==> src/rtl/ram_secuenciador.sv <==
// ram_secuenciador
//   Step-driven sequencer for a single-port RAM. A slow divided clock on
//   step_i is synchronized into the clk_in domain and edge-detected. Each
//   rising edge performs one memory operation. A run either fills every
//   RAM word from data_i (load) or plays every word back on data_o (play),
//   then pulses done_o for one cycle.
//
// Ports
//   clk_in   in   1       system clock, rising edge
//   rst_i    in   1       asynchronous reset, active low
//   step_i   in   1       divided clock, asynchronous, any duty cycle
//   start_i  in   1       start request, sampled only in IDLE
//   mode_i   in   1       0 = load, 1 = play; latched at start
//   data_i   in   DATA_W  write data, sampled on each load step
//   data_o   out  DATA_W  last word read
//   addr_o   out  ADDR_W  address of the next operation
//   valid_o  out  1       one-cycle pulse when data_o updates
//   busy_o   out  1       high in LOAD or PLAY
//   done_o   out  1       one-cycle pulse at end of run
module ram_secuenciador #(
    parameter int DATA_W = 8,
    parameter int ADDR_W = 4
) (
    input  logic              clk_in,
    input  logic              rst_i,
    input  logic              step_i,
    input  logic              start_i,
    input  logic              mode_i,
    input  logic [DATA_W-1:0] data_i,
    output logic [DATA_W-1:0] data_o,
    output logic [ADDR_W-1:0] addr_o,
    output logic              valid_o,
    output logic              busy_o,
    output logic              done_o
);

    localparam int DEPTH = 2 ** ADDR_W;

    // The run mode is carried by the state itself: LOAD or PLAY is chosen
    // from mode_i at start, so no separate mode register is needed.
    typedef enum logic [1:0] {
        IDLE = 2'd0,
        LOAD = 2'd1,
        PLAY = 2'd2,
        DONE = 2'd3
    } state_t;

    state_t              state;
    state_t              state_next;
    logic [ADDR_W-1:0]   addr;
    logic                s1;
    logic                s2;
    logic                s3;
    logic                step_pulse;
    logic                last_addr;
    logic                wr_en;
    logic                rd_en;
    logic [DATA_W-1:0]   mem [DEPTH];

    // Two-flop synchronizer (s1, s2), then s3 holds the previous
    // synchronized level so a long step_i high phase yields one pulse.
    // NOTE: sequential state uses non-blocking assignments so every flop
    // samples the pre-edge value of its source; blocking here would collapse
    // the synchronizer chain into a single stage.
    always_ff @(posedge clk_in or negedge rst_i) begin
        if (!rst_i) begin
            s1 <= 1'b0;
            s2 <= 1'b0;
            s3 <= 1'b0;
        end else begin
            s1 <= step_i;
            s2 <= s1;
            s3 <= s2;
        end
    end

    assign step_pulse = s2 & ~s3;
    assign last_addr  = (addr == ADDR_W'(DEPTH - 1));
    assign wr_en      = (state == LOAD) && step_pulse;
    assign rd_en      = (state == PLAY) && step_pulse;

    // State register.
    always_ff @(posedge clk_in or negedge rst_i) begin
        if (!rst_i) begin
            state <= IDLE;
        end else begin
            state <= state_next;
        end
    end

    // Next-state logic.
    // NOTE: state_next gets a default before the case so every path assigns
    // it; leaving any branch without an assignment would infer a latch.
    always_comb begin
        state_next = state;
        unique case (state)
            IDLE: begin
                if (start_i) begin
                    state_next = mode_i ? PLAY : LOAD;
                end
            end
            LOAD: begin
                if (step_pulse && last_addr) begin
                    state_next = DONE;
                end
            end
            PLAY: begin
                if (step_pulse && last_addr) begin
                    state_next = DONE;
                end
            end
            DONE: begin
                state_next = IDLE;
            end
            default: begin
                state_next = IDLE;
            end
        endcase
    end

    assign busy_o = (state == LOAD) || (state == PLAY);
    assign done_o = (state == DONE);
    assign addr_o = addr;

    // Address counter and read path. The counter wraps naturally at
    // ADDR_W bits, so the step that touches DEPTH-1 leaves addr at 0.
    always_ff @(posedge clk_in or negedge rst_i) begin
        if (!rst_i) begin
            addr    <= '0;
            data_o  <= '0;
            valid_o <= 1'b0;
        end else begin
            valid_o <= 1'b0;
            if ((state == IDLE) && start_i) begin
                addr <= '0;
            end else if (wr_en || rd_en) begin
                addr <= addr + ADDR_W'(1);
            end
            if (rd_en) begin
                data_o  <= mem[addr];
                valid_o <= 1'b1;
            end
        end
    end

    // NOTE: the RAM array has no reset, so its contents survive rst_i and a
    // plain clocked process lets synthesis map it onto a memory macro.
    always_ff @(posedge clk_in) begin
        if (wr_en) begin
            mem[addr] <= data_i;
        end
    end

endmodule

==> config.mk <==
export PLATFORM = sky130hd
export DESIGN_NAME = ram_secuenciador
export DESIGN_NICKNAME = d
export VERILOG_FILES = /design/src/rtl/ram_secuenciador.sv
export SDC_FILE = /design/constraint.sdc
export NUM_CORES = 1
export LEC_CHECK = 0
export ABC_AREA = 1
export CAP_MARGIN = 20
export CORE_MARGIN = 10
export CORE_UTILIZATION = 60
export DETAILED_ROUTE_END_ITERATION = 7
export MAX_ROUTING_LAYER = met4
export PLACE_DENSITY = 0.82
export REMOVE_ABC_BUFFERS = 1
export SYNTH_ARGS = -nofsm -noshare
export SYNTH_HDL_FRONTEND = slang
export SYNTH_SLANG_ARGS = --single-unit
export TNS_END_PERCENT = 10
==> constraint.sdc <==
create_clock -name clk_in -period 2.15 [get_ports clk_in]
set_input_delay 0.215 -clock clk_in [delete_from_list [all_inputs] [get_ports clk_in]]
set_output_delay 0.215 -clock clk_in [all_outputs]
set_load 0.1 [all_outputs]
==> run metrics <==
clk sinks=146; Initial Util=61.5%; Detailed Place HPWL=9.54 mm; commonest non-fill, non-tap cells in the layout=175 x nand2_1, 128 x edfxtp_1, 96 x inv_1; Site Rows=37; Yosys reg bits=146; post-CTS repair timing setup buffer count=0; Final min period=1980 ps; first-pass GRT wire length=24.3 mm; register area share after synthesis=67.6%; Critical R2R Capture=mem[11][7]$_DFFE_PP_; Nets=694; Max clock buf depth=2; number of global-route vias before repair=4,581; RSZ-0062 raised after global routing=no; Num CTS Buffers=17; Area contributors post-synth=edfxtp_1 61%, nand2_1 10%, dfrtp_1 7.1%; Hold Vio Cnt, Final=0; chip height=123 microns; Layout Skew=6.98 ps; final wirelength=15.5 mm; crit-path max FO=8; top-area cell type share of the netlist area=60.5%; drt wl/cell=18.9 microns; Top Ports=28; CTS tree=done; Netlist cell types=21; outcome=complete, but fails checks; Crit. End Element=flip-flop; drt initial violations=725; Post-CTS Resized=0; Finished Cell Area=7520 sq um; Placed Area=6920 sq um; Setup violations, final=0; Worst R2R Start=state[1]$_DFFE_PN0P_; Cell Count, Final, Fillers Out=821; Gate power share=31.8%; Worst Hold Class=input pin to async pin; Area Overhead vs Synth=18.4%; Mapped Avg Cell Area=10.3 sq um; Port Buffers=27; Slew @ Worst Pin=785 ps; Ys Warns=0; Reg power frac=35.8%; Via density=5.63; Gate Count Post-Synth=616; final core utilization=72.8%; Initial DRT Pass Iterations=8; Post-Place Cells=789; # Max-Cap Violations=0; Worst setup SP type=flip-flop; Clk Latency, worst-skew pair=530 ps; Adder-Cell Fraction of Synth Area=1.77%; Antenna Cells=0; Die W=123 microns; switching part of the total=37.8%; Core ar.=10,300 sq um; Synth area leader=edfxtp_1; P_sw=3.48 mW; largest family of logic cells by synthesized area=simple AND/OR/NAND/NOR gates; Routed Antenna Nets=0; Clock power frac=32.3%; relative slew slack=47.5%; Placer Congestion=0.948; Max H-tree Level=4; xor and xnor area share after synthesis=0.138%; CP cell instances=inv_1 -> ha_1 -> inv_1 -> nor2_1 -> nand2_1 -> nor2_1 -> buf_4; Req. time, crit path=2390 ps; Clk pin slew, worst setup/hold paths=70 ps; CTS Hold Buffers Added=0; total congestion overflow=0; Worst EP arrival=2210 ps; DR vias=4,621; Int Pwr=5.73 mW; setup slack after layout=173 ps; share of cells above drive strength 1=14.3%; LEAKAGE=3.21 nW; max incr delay on CP=410 ps; delay-heaviest family, CP=simple AND/OR/NAND/NOR gates; CP Buf/Inv Count=3; Total GRT Usage=22.0%; multiplexer share of the synthesized area=0%; largest net degree at the start of global routing=39; reg2reg setup slack=170 ps; Max Slew Vio Count=0; CTS root buf=clkbuf_8; most common cell after layout, fill and taps aside=nand2_1; Pwr Density=1220 nW/um^2; Mapped Area=6350 sq um; Max Fclk=506 MHz; initial antenna violation count=0; slowest CP cell=dfrtp_1; worst setup path class=flip-flop to flip-flop; compound-cell area share of the yosys netlist=2.07%; DIE AREA=15,100 sq um; Setup Slack @ Placement=243 ps; Simple-Gate Fraction of Synth Area=20.5%; failing checks=DRC; Worst R2R Path Depth=7; DRC=1; final worst-path cycle share=92.0%; Peak VDD IR=718 uV
[power groups by stage]
stage                     clock (mW)  sequential, mW  combinational (mW)
after detailed placement           0            3.36                2.84
final                           2.98            3.30                2.93
after floorplan                    0            4.13                1.21
after global routing            3.13            3.31                3.12
after global placement             0            3.34                2.77
after CTS                       2.99            3.30                2.90
[sequential cells by signal, summed over array words and instances (netlist names)]
signal	cells
s1	1
s2	1
state	2
valid_o	1
mem	128
addr_o	4
data_o	8
s3	1
[worst register-to-register path, cell delays in order, from the launching register on]
cell and delay, ps:
dfrtp_1 410, inv_1 130, ha_1 180, inv_1 80, nor2_1 280, nand2_1 210
nor2_1 170, buf_4 210
[logic make-up (layout without fill, tap and decap cells)]
group,Yosys count,count (layout)
and+or+nand+nor,314,314
DFF,146,146
buffers and inverters,122,191
AOI/OAI and AO/OA,24,24
adders and majority gates,9,9
xor gates and xnor gates,1,1
[final cells by class]
cell class / instances / area (sq um)
Multi-Input combinational cell: 348 / 1560
Sequential cell: 146 / 4300
Inverter: 100 / 375
Clock inverter: 15 / 185
Timing Repair Buffer: 59 / 523
Fill cell: 639 / 2810
Tap cell: 136 / 170
Clock buffer: 17 / 414
[metrics by stage]
step / TNS, ps / hold slack [ps] / total power [mW]
after floorplan: -192590 / -80.6 / 5.33
after global placement: 0 / 356 / 6.11
after detailed placement: 0 / 348 / 6.20
after CTS: 0 / 49.7 / 9.19
after global routing: 0 / 63.0 / 9.56
final: 0 / 53.4 / 9.21
[per-layer routing]
| layer | vias up | wire [microns] | global-route usage (%) |
|---|---|---|---|
| li1 | 2091 | - | - |
| met3 | 56 | 1360 | 4.45 |
| met1 | 2180 | 5800 | 26.1 |
| met4 | 0 | 496 | 10.3 |
| met2 | 294 | 7860 | 35.5 |
| met5 | - | 0 | - |
[worst max-delay path by stage]
stage,slack [ps],depth (start not counted),start,to
after floorplan,-1690,4,addr_o[0]$_DFFE_PN0P_,mem[14][0]$_DFFE_PP_
after global placement,350,7,state[1]$_DFFE_PN0P_,mem[12][6]$_DFFE_PP_
after detailed placement,240,7,state[1]$_DFFE_PN0P_,mem[8][1]$_DFFE_PP_
after CTS,200,7,state[1]$_DFFE_PN0P_,mem[11][7]$_DFFE_PP_
after global routing,30,7,state[1]$_DFFE_PN0P_,mem[11][2]$_DFFE_PP_
final,170,7,state[1]$_DFFE_PN0P_,mem[11][7]$_DFFE_PP_
[synthesized netlist by cell type]
| cell type | count |
|---|---|
| dfrtp_1 | 18 |
| edfxtp_1 | 128 |
| ha_1 | 9 |
| nor2_2 | 2 |
| nand2_2 | 1 |
| buf_4 | 4 |
| inv_2 | 4 |
| buf_6 | 1 |
| a22oi_2 | 1 |
| nand2_1 | 175 |
| nor2_1 | 56 |
| o21ai_1 | 7 |
| a21oi_2 | 1 |
| o21ai_0 | 14 |
| a21oi_1 | 1 |
| inv_1 | 96 |
| xor2_1 | 1 |
| buf_2 | 17 |
| nand3_1 | 71 |
| nor2_4 | 1 |
| or2_2 | 8 |
No activity file was read; power rests on OpenSTA's default activity.
